File: src/rtl/prog_buffer.sv
// Circular program-edit buffer: cursor-based append/overwrite/navigate, head pop toward a consumer.
// Optional BUFF_RDREG_EN registers the consumer output; default is first-word fall-through.
module prog_buffer #(
    parameter int unsigned           DATA_W   = 8,
    parameter int unsigned           ADDR_W   = 6,
    parameter logic [DATA_W-1:0]     END_CODE = DATA_W'(8'hFF)
) (
    input  logic                clk,
    input  logic                clr_n,
    input  logic [DATA_W-1:0]   data,
    input  logic                wre,
    input  logic                back,
    input  logic                forw,
    input  logic                read,
    output logic [DATA_W-1:0]   q,
    output logic [DATA_W-1:0]   out,
    output logic [ADDR_W:0]     count,
    output logic [ADDR_W:0]     cursor,
    output logic                empt,
    output logic                full,
    output logic                endf,
    output logic                ovf
);

    localparam int unsigned DEPTH = 2 ** ADDR_W;
    localparam int unsigned CW    = ADDR_W + 1;
    localparam logic [CW-1:0] ONE_C   = CW'(1);
    localparam logic [CW-1:0] DEPTH_C = CW'(DEPTH);

    logic [DATA_W-1:0] mem_q [DEPTH];

    logic [ADDR_W-1:0] head_q,   head_d;
    logic [CW-1:0]     count_q,  count_d;
    logic [CW-1:0]     cursor_q, cursor_d;
    logic [CW-1:0]     endcnt_q, endcnt_d;
    logic              endf_q,   endf_d;
    logic              ovf_q,    ovf_d;

    logic              is_empty, is_full, rd_acc, wr_en;
    logic [ADDR_W-1:0] cur_addr;
    logic [DATA_W-1:0] cur_word, head_word;

    assign is_empty  = (count_q == '0);
    assign is_full   = (count_q == DEPTH_C);
    assign rd_acc    = read && !is_empty;
    assign cur_addr  = head_q + ADDR_W'(cursor_q);
    assign cur_word  = mem_q[cur_addr];
    assign head_word = mem_q[head_q];

    // Command decode: an accepted read preempts all edits; then wre > back > forw.
    always_comb begin
        head_d   = head_q;
        count_d  = count_q;
        cursor_d = cursor_q;
        endcnt_d = endcnt_q;
        ovf_d    = ovf_q;
        wr_en    = 1'b0;
        if (rd_acc) begin
            head_d  = head_q + ADDR_W'(1);
            count_d = count_q - ONE_C;
            if (cursor_q != '0) cursor_d = cursor_q - ONE_C;
            if (head_word == END_CODE) endcnt_d = endcnt_q - ONE_C;
        end else if (wre) begin
            if (cursor_q != count_q) begin
                wr_en    = 1'b1;
                cursor_d = cursor_q + ONE_C;
                if (cur_word == END_CODE && data != END_CODE)
                    endcnt_d = endcnt_q - ONE_C;
                else if (cur_word != END_CODE && data == END_CODE)
                    endcnt_d = endcnt_q + ONE_C;
            end else if (!is_full) begin
                wr_en    = 1'b1;
                count_d  = count_q + ONE_C;
                cursor_d = cursor_q + ONE_C;
                if (data == END_CODE) endcnt_d = endcnt_q + ONE_C;
            end else begin
                ovf_d = 1'b1;
            end
        end else if (back) begin
            if (cursor_q != '0) cursor_d = cursor_q - ONE_C;
        end else if (forw) begin
            if (cursor_q < count_q) cursor_d = cursor_q + ONE_C;
        end
        endf_d = (endcnt_d != '0);
    end

    always_ff @(posedge clk or negedge clr_n) begin
        if (!clr_n) begin
            head_q   <= '0;
            count_q  <= '0;
            cursor_q <= '0;
            endcnt_q <= '0;
            endf_q   <= 1'b0;
            ovf_q    <= 1'b0;
        end else begin
            head_q   <= head_d;
            count_q  <= count_d;
            cursor_q <= cursor_d;
            endcnt_q <= endcnt_d;
            endf_q   <= endf_d;
            ovf_q    <= ovf_d;
        end
    end

    // Append and overwrite share one address: on append the cursor equals the count.
    always_ff @(posedge clk) begin
        if (wr_en) mem_q[cur_addr] <= data;
    end

`ifdef BUFF_RDREG_EN
    logic [DATA_W-1:0] out_q;

    always_ff @(posedge clk or negedge clr_n) begin
        if (!clr_n)      out_q <= '0;
        else if (rd_acc) out_q <= head_word;
    end

    assign out = out_q;
`else
    assign out = is_empty ? '0 : head_word;
`endif

    assign q      = (cursor_q == count_q) ? '0 : cur_word;
    assign count  = count_q;
    assign cursor = cursor_q;
    assign empt   = is_empty;
    assign full   = is_full;
    assign endf   = endf_q;
    assign ovf    = ovf_q;

endmodule

File: config.mk
export PLATFORM = sky130hd
export DESIGN_NAME = prog_buffer
export DESIGN_NICKNAME = d
export VERILOG_FILES = /design/src/rtl/prog_buffer.sv
export SDC_FILE = /design/constraint.sdc
export NUM_CORES = 1
export LEC_CHECK = 0
export BUFFER_PORTS_ARGS = -buffer_cell sky130_fd_sc_hd__clkbuf_2
export CAP_MARGIN = 20
export CORE_ASPECT_RATIO = 1.4
export CORE_MARGIN = 2
export CORE_UTILIZATION = 40
export CTS_CLUSTER_SIZE = 30
export DETAILED_ROUTE_END_ITERATION = 8
export GPL_TIMING_DRIVEN = 1
export HOLD_SLACK_MARGIN = 0.1
export PLACE_DENSITY_LB_ADDON = 0.15
export SLEW_MARGIN = 20
export SYNTH_ARGS = -nofsm -noshare
export SYNTH_HDL_FRONTEND = slang
export SYNTH_SLANG_ARGS = --single-unit
File: constraint.sdc
create_clock -name clk -period 4.3 [get_ports clk]
set_input_delay 0.43 -clock clk [delete_from_list [all_inputs] [get_ports clk]]
set_output_delay 0.43 -clock clk [all_outputs]
set_load 0.005 [all_outputs]
* After elaboration in Yosys (flattened, before gate mapping)
Memory sizes are Yosys's and may differ from the RTL's.
Cells that the tools add are included.
** Storage, ports and cells
- Register bits after elaboration :: 29
- Memories :: 1
- Memory bits (writable) :: 512
- Output and inout port bits :: 34
- Input port bits :: 14
- Word-level logic and storage cells :: 70
** Memory list
- mem_q :: depth 64, width 8, read ports 2, clocked after Yosys merged registers in 0, write ports 1, RTL line 30 : logic [DATA_W-1:0] mem_q [DEPTH];
** Operators by class
- Bitwise logic cells :: 2
- $lt $le $gt $ge :: 1
- Reduce and logical (&&, ||, !) cells :: 13
- Multiplexer cells :: 28
- Eq/ne operators :: 11
- Add/subtract/negate cells :: 8
** Operators with widths (count)
- 7-bit two-way mux :: 20
- 8-bit == test (second input constant) :: 3
- 7-bit by 1-bit adder with 7-bit output (second input constant) :: 3
- 7-bit by 1-bit subtractor with 7-bit output (second input constant) :: 3
- 8-bit two-way mux :: 2
- 8-bit inequality test (second input constant) :: 2
- 7-bit nonzero test :: 2
- 4-bit nonzero test :: 2
- 7-bit == test :: 1
- 7-bit == test (second input constant) :: 1
- 7-bit zero test :: 1
- 7-bit < comparator :: 1
- 7-bit inequality test :: 1
- 6-bit by 1-bit adder with 6-bit output (second input constant) :: 1
- 6-bit adder :: 1
- 1-bit two-way mux :: 6
- 3-bit AND reduction :: 2
- 4-bit by 2-bit inequality test with 1-bit output (second input constant) :: 1
- 4-bit AND reduction :: 1
- 1-bit logical AND :: 3
- 2-bit by 1-bit inequality test with 1-bit output (second input constant) :: 1
- 2-bit inequality test (second input constant) :: 1
- 1-bit inverter :: 2
- 2-bit nonzero test :: 1
- 1-bit zero test :: 1

* Logic depth before layout (Yosys ltp)
An unclocked memory read counts as a cell.
- Word-level depth :: 10
- Gate-level depth with buffers :: 18

* Least setup slack after synthesis
No wires, ideal clock.
- Kind :: reg-to-reg
- From :: reg cursor_q[0] (netlist: cursor[0])
- To :: reg endf_q (netlist: endf)
- Buffers on the path :: 4
- Arrival :: 3906 ps
- Library setup time :: 133 ps
- Setup slack :: 261 ps
- Cell stages (with the launch flop) :: 19
- Data required time :: 4167 ps
- Cells stage by stage :: dfrtp_1 ha_1 fa_1 clkbuf_1 inv_2 clkbuf_1 clkbuf_1 nand3_1 and4_1 a22oi_1 a222oi_1 nand4_1 nor4_2 buf_6 mux2i_1 xor2_1 a22oi_1 nor3_2 nand4bb_1
** Between the ends
- Word-level cells in the longest chain between the ends :: 10
** RTL lines
- start, declared :: RTL line 34 : logic [CW-1:0] cursor_q, cursor_d;
- start signal, assigned :: RTL line 98 : cursor_q <= cursor_d;
- 6-bit adder :: RTL line 46 : assign cur_addr = head_q + ADDR_W'(cursor_q);
- memory 64 x 8 bit
- 8-bit inequality test :: RTL line 69 : else if (cur_word != END_CODE && data == END_CODE)
- 1-bit logical AND :: RTL line 69
- 7-bit two-way mux :: RTL line 69
- 7-bit two-way mux :: RTL line 67 : if (cur_word == END_CODE && data != END_CODE)
- 7-bit two-way mux (*) :: RTL line 64 : if (cursor_q != count_q) begin
- 7-bit two-way mux (*) :: RTL line 63 : end else if (wre) begin
- 7-bit two-way mux (*) :: RTL line 58 : if (rd_acc) begin
- named net endcnt_d[5] :: RTL line 35 : logic [CW-1:0] endcnt_q, endcnt_d;
- 7-bit nonzero test (*) :: RTL line 84 : endf_d = (endcnt_d != '0);
- named net endf_d :: RTL line 36 : logic endf_q, endf_d;
- end signal, assigned :: RTL line 100 : endf_q <= endf_d;
- end, declared :: RTL line 36
Mark *: on every way through the listed nets, which the timed path passes. The rest lies on a longest branch.
A chain may end at the register's enable or synchronous reset.

* Worst setup path after layout
- From :: reg head_q[0]
- To :: reg endf_q (netlist: endf)
** Between the ends
- Word-level cells in the longest chain between the ends :: 10
** RTL lines
- start, declared :: RTL line 32 : logic [ADDR_W-1:0] head_q, head_d;
- start signal, assigned :: RTL line 89 : head_q <= '0;
- start signal, assigned :: RTL line 96 : head_q <= head_d;
- 6-bit adder :: RTL line 46
- memory 64 x 8 bit (*)
- 8-bit inequality test :: RTL line 69
- 1-bit logical AND :: RTL line 69
- 7-bit two-way mux :: RTL line 69
- 7-bit two-way mux :: RTL line 67
- 7-bit two-way mux :: RTL line 64
- 7-bit two-way mux :: RTL line 63
- 7-bit two-way mux (*) :: RTL line 58
- named net endcnt_d[2] :: RTL line 35
- 7-bit nonzero test (*) :: RTL line 84
- named net endf_d :: RTL line 36
Marked as above.

==> run metrics <==
most used routing layer met2; Port Buffer Count between 40 and 50; Top FF cell, synth edfxtp_1; Post-Syn Instances about 1900; # clock sinks approximately 540; CTS tree built; routability-driven placement congestion ratio ~1; largest net degree at the start of global routing 85; initial antenna violation count 2; clock buffer depth 3; Yosys Warn Count 0; Hold Vio Cnt, Final 0; Vias about 19000; Slew Viols, Final 0; Fin Clk Skew between 30 and 40 ps; Die Area just over 70000 µm²; Synth Area per Inst between 10 and 15 µm²; Starting Density 40.3%; Die W about 220 µm; Final Util 48.2%; post-DP HPWL 63700 µm; critical path capture point type flip-flop; Starting DRT DRC Count 1933; number of nets in the layout between 2000 and 2500; period utilisation layout 106%; Routed wire per std cell approximately 30 µm; worst skew pair latency around 630 ps; met2 usage between 40% and 50%; GRT met3 Usage 4.05%; Inserted Diodes 0; layout cells sized above 1 27.3%; fillers between 5000 and 6000; Area Growth Syn to Fin 19.5%; die outline height 313 µm; met1 GRT Util approximately a third; Core ar. approximately 68000 µm²; max frequency ~220 MHz; post-route ant nets 0; commonest non-fill, non-tap cell in the layout edfxtp_1; Synth Register Bits approximately 540; Final WS setup -260 ps; GRT Total Usage around a quarter; startpoint types flip-flop; CP Class flip-flop to flip-flop; Top Ports 48; setup violators final 9; Post-Route WL ~93000 µm; vias per cell around 6.2; r2r setup slk -260 ps; Clock Pin Slew Worst Setup and Hold Paths 70 ps; failing checks setup timing; Detailed Routing Iterations Pass 1 9; outcome complete, but fails checks; vias in the first global route roughly 19000; Worst Path Required roughly 4800 ps; critical path data arrival time 5060 ps; cts bufs inserted 53; register area share after synthesis about three fifths; Hold Crit Class input port to flip-flop; Post-Syn Area 27300 µm²; # H-tree levels 2; Post-Syn Nets 1923; crit path time final ~4600 ps; maxcap violations 0; worst-path maximum fanout 11; DRC 0; first-pass GRT wire length 132000 µm; setup TNS -916 ps; GR Overflow Total 0; most frequent cells in the layout edfxtp_1, mux2i_1, buf_4, nand3_1, mux4_2; worst-margin pin slew 937 ps; RSZ-0062 raised after global routing yes; Synth cell types 73; number of synthesized flops with an enable pin between 500 and 600; std cell rows between 100 and 150; Root Buffer clkbuf_16; Rel. slew slack a little under two fifths; Async SR Flop Fraction around 5.4%
==> final cells by class <==
class / instances / area (µm²) / share of cell area [%]
clock inverter: 33 / 315 / 0.966
timing repair buffer: 325 / 2850 / 8.73
inverter: 23 / 88.8 / 0.272
multi-input combinational: 1188 / 10800 / 33.0
sequential: 541 / 16100 / 49.4
tap: 862 / 1080 / 3.30
clock buffer: 64 / 1410 / 4.32
==> stage by stage <==
stage                     area (µm²)  instances  setup slack, ps  hold slack [ps]
after global placement         30100       2894             -314              441
after floorplan                27300       1884              261              134
after global routing           32600       3036             -499              236
after detailed placement       30100       2894             -249              445
final                          32600       3036             -260              230
after CTS                      32200       3012             -126              202
==> synthesized netlist by cell type (22+ instances only) <==
cell,number,share of area [%]
mux2i_1,272,10
buf_4,22,0.60
nand2_1,79,1.1
a22oi_1,130,3.6
nor2_1,111,1.5
mux4_2,124,10
edfxtp_1,512,56
a222oi_1,30,1.1
o21ai_0,27,0.49
and4_1,23,0.74
clkbuf_1,69,0.95
nor3_1,22,0.40
a21oi_1,39,0.71
ha_1,23,1.1
buf_2,35,0.64
nand3_1,126,2.3
dfrtp_1,29,2.7
==> flip-flops by register name (all words and copies together), names as in the netlist <==
signal and flops:
cursor 7, endf 1, count 7, mem_q 512, ovf 1, endcnt_q 7, head_q 6
==> final timing paths <==
kind / from / to / depth (start not counted)
worst max-delay path: head_q[0]$_DFFE_PN0P_ / endf$_DFF_PN0_ / 16
worst min register to register: ovf$_DFFE_PN0P_ / ovf$_DFFE_PN0P_ / 1
worst max register to register: head_q[0]$_DFFE_PN0P_ / endf$_DFF_PN0_ / 16
min in group asynchronous: clr_n / endcnt_q[3]$_DFF_PN0_ / 2
max in group asynchronous: clr_n / head_q[1]$_DFFE_PN0P_ / 2
worst min-delay path: read / count[6]$_DFFE_PN0P_ / 3
==> layer usage <==
metal | up-vias | wire, µm
li1 | 8139 | -
met1 | 9682 | 34600
met2 | 850 | 46800
met3 | 217 | 6220
met4 | 0 | 5850
met5 | - | 0
==> cell families after synthesis <==
group / count (synthesis) / synth area share [%]
AOI/OAI and AO/OA: 306 / 8.13
xor gates and xnor gates: 22 / 0.802
adders and majority gates: 25 / 1.20
buffers and inverters: 158 / 2.66
DFF: 541 / 59.0
muxes: 404 / 20.5
and+or+nand+nor: 428 / 7.70
==> worst max-delay path: stages, from the launching register on <==
cell and delay (ps):
dfrtp_4 490, ha_4 180, fa_2 460, xnor2_4 240
buf_12 170, nor2_4 90, a222oi_1 390, a22oi_2 160
a222oi_1 490, nand4_1 270, nor4_4 420, buf_6 180
mux2i_1 230, a32oi_1 120, o311a_1 170, nor3_2 250
nand4bb_1 120
==> repair_timing <==
| item | CTS | global route |
|---|---|---|
| gates resized for setup | 40 | 36 |
| setup buffers | 18 | 19 |
| pin swaps | 23 | 11 |
| endpoints found under the hold margin | 29 | 0 |
| cloned | 4 | 5 |
| hold buffers | 1 | 0 |
| endpoints found under the setup margin | 17 | 21 |
Power is not shown: default switching activity piles up to over one toggle a cycle in this logic, so the estimate is an artifact.
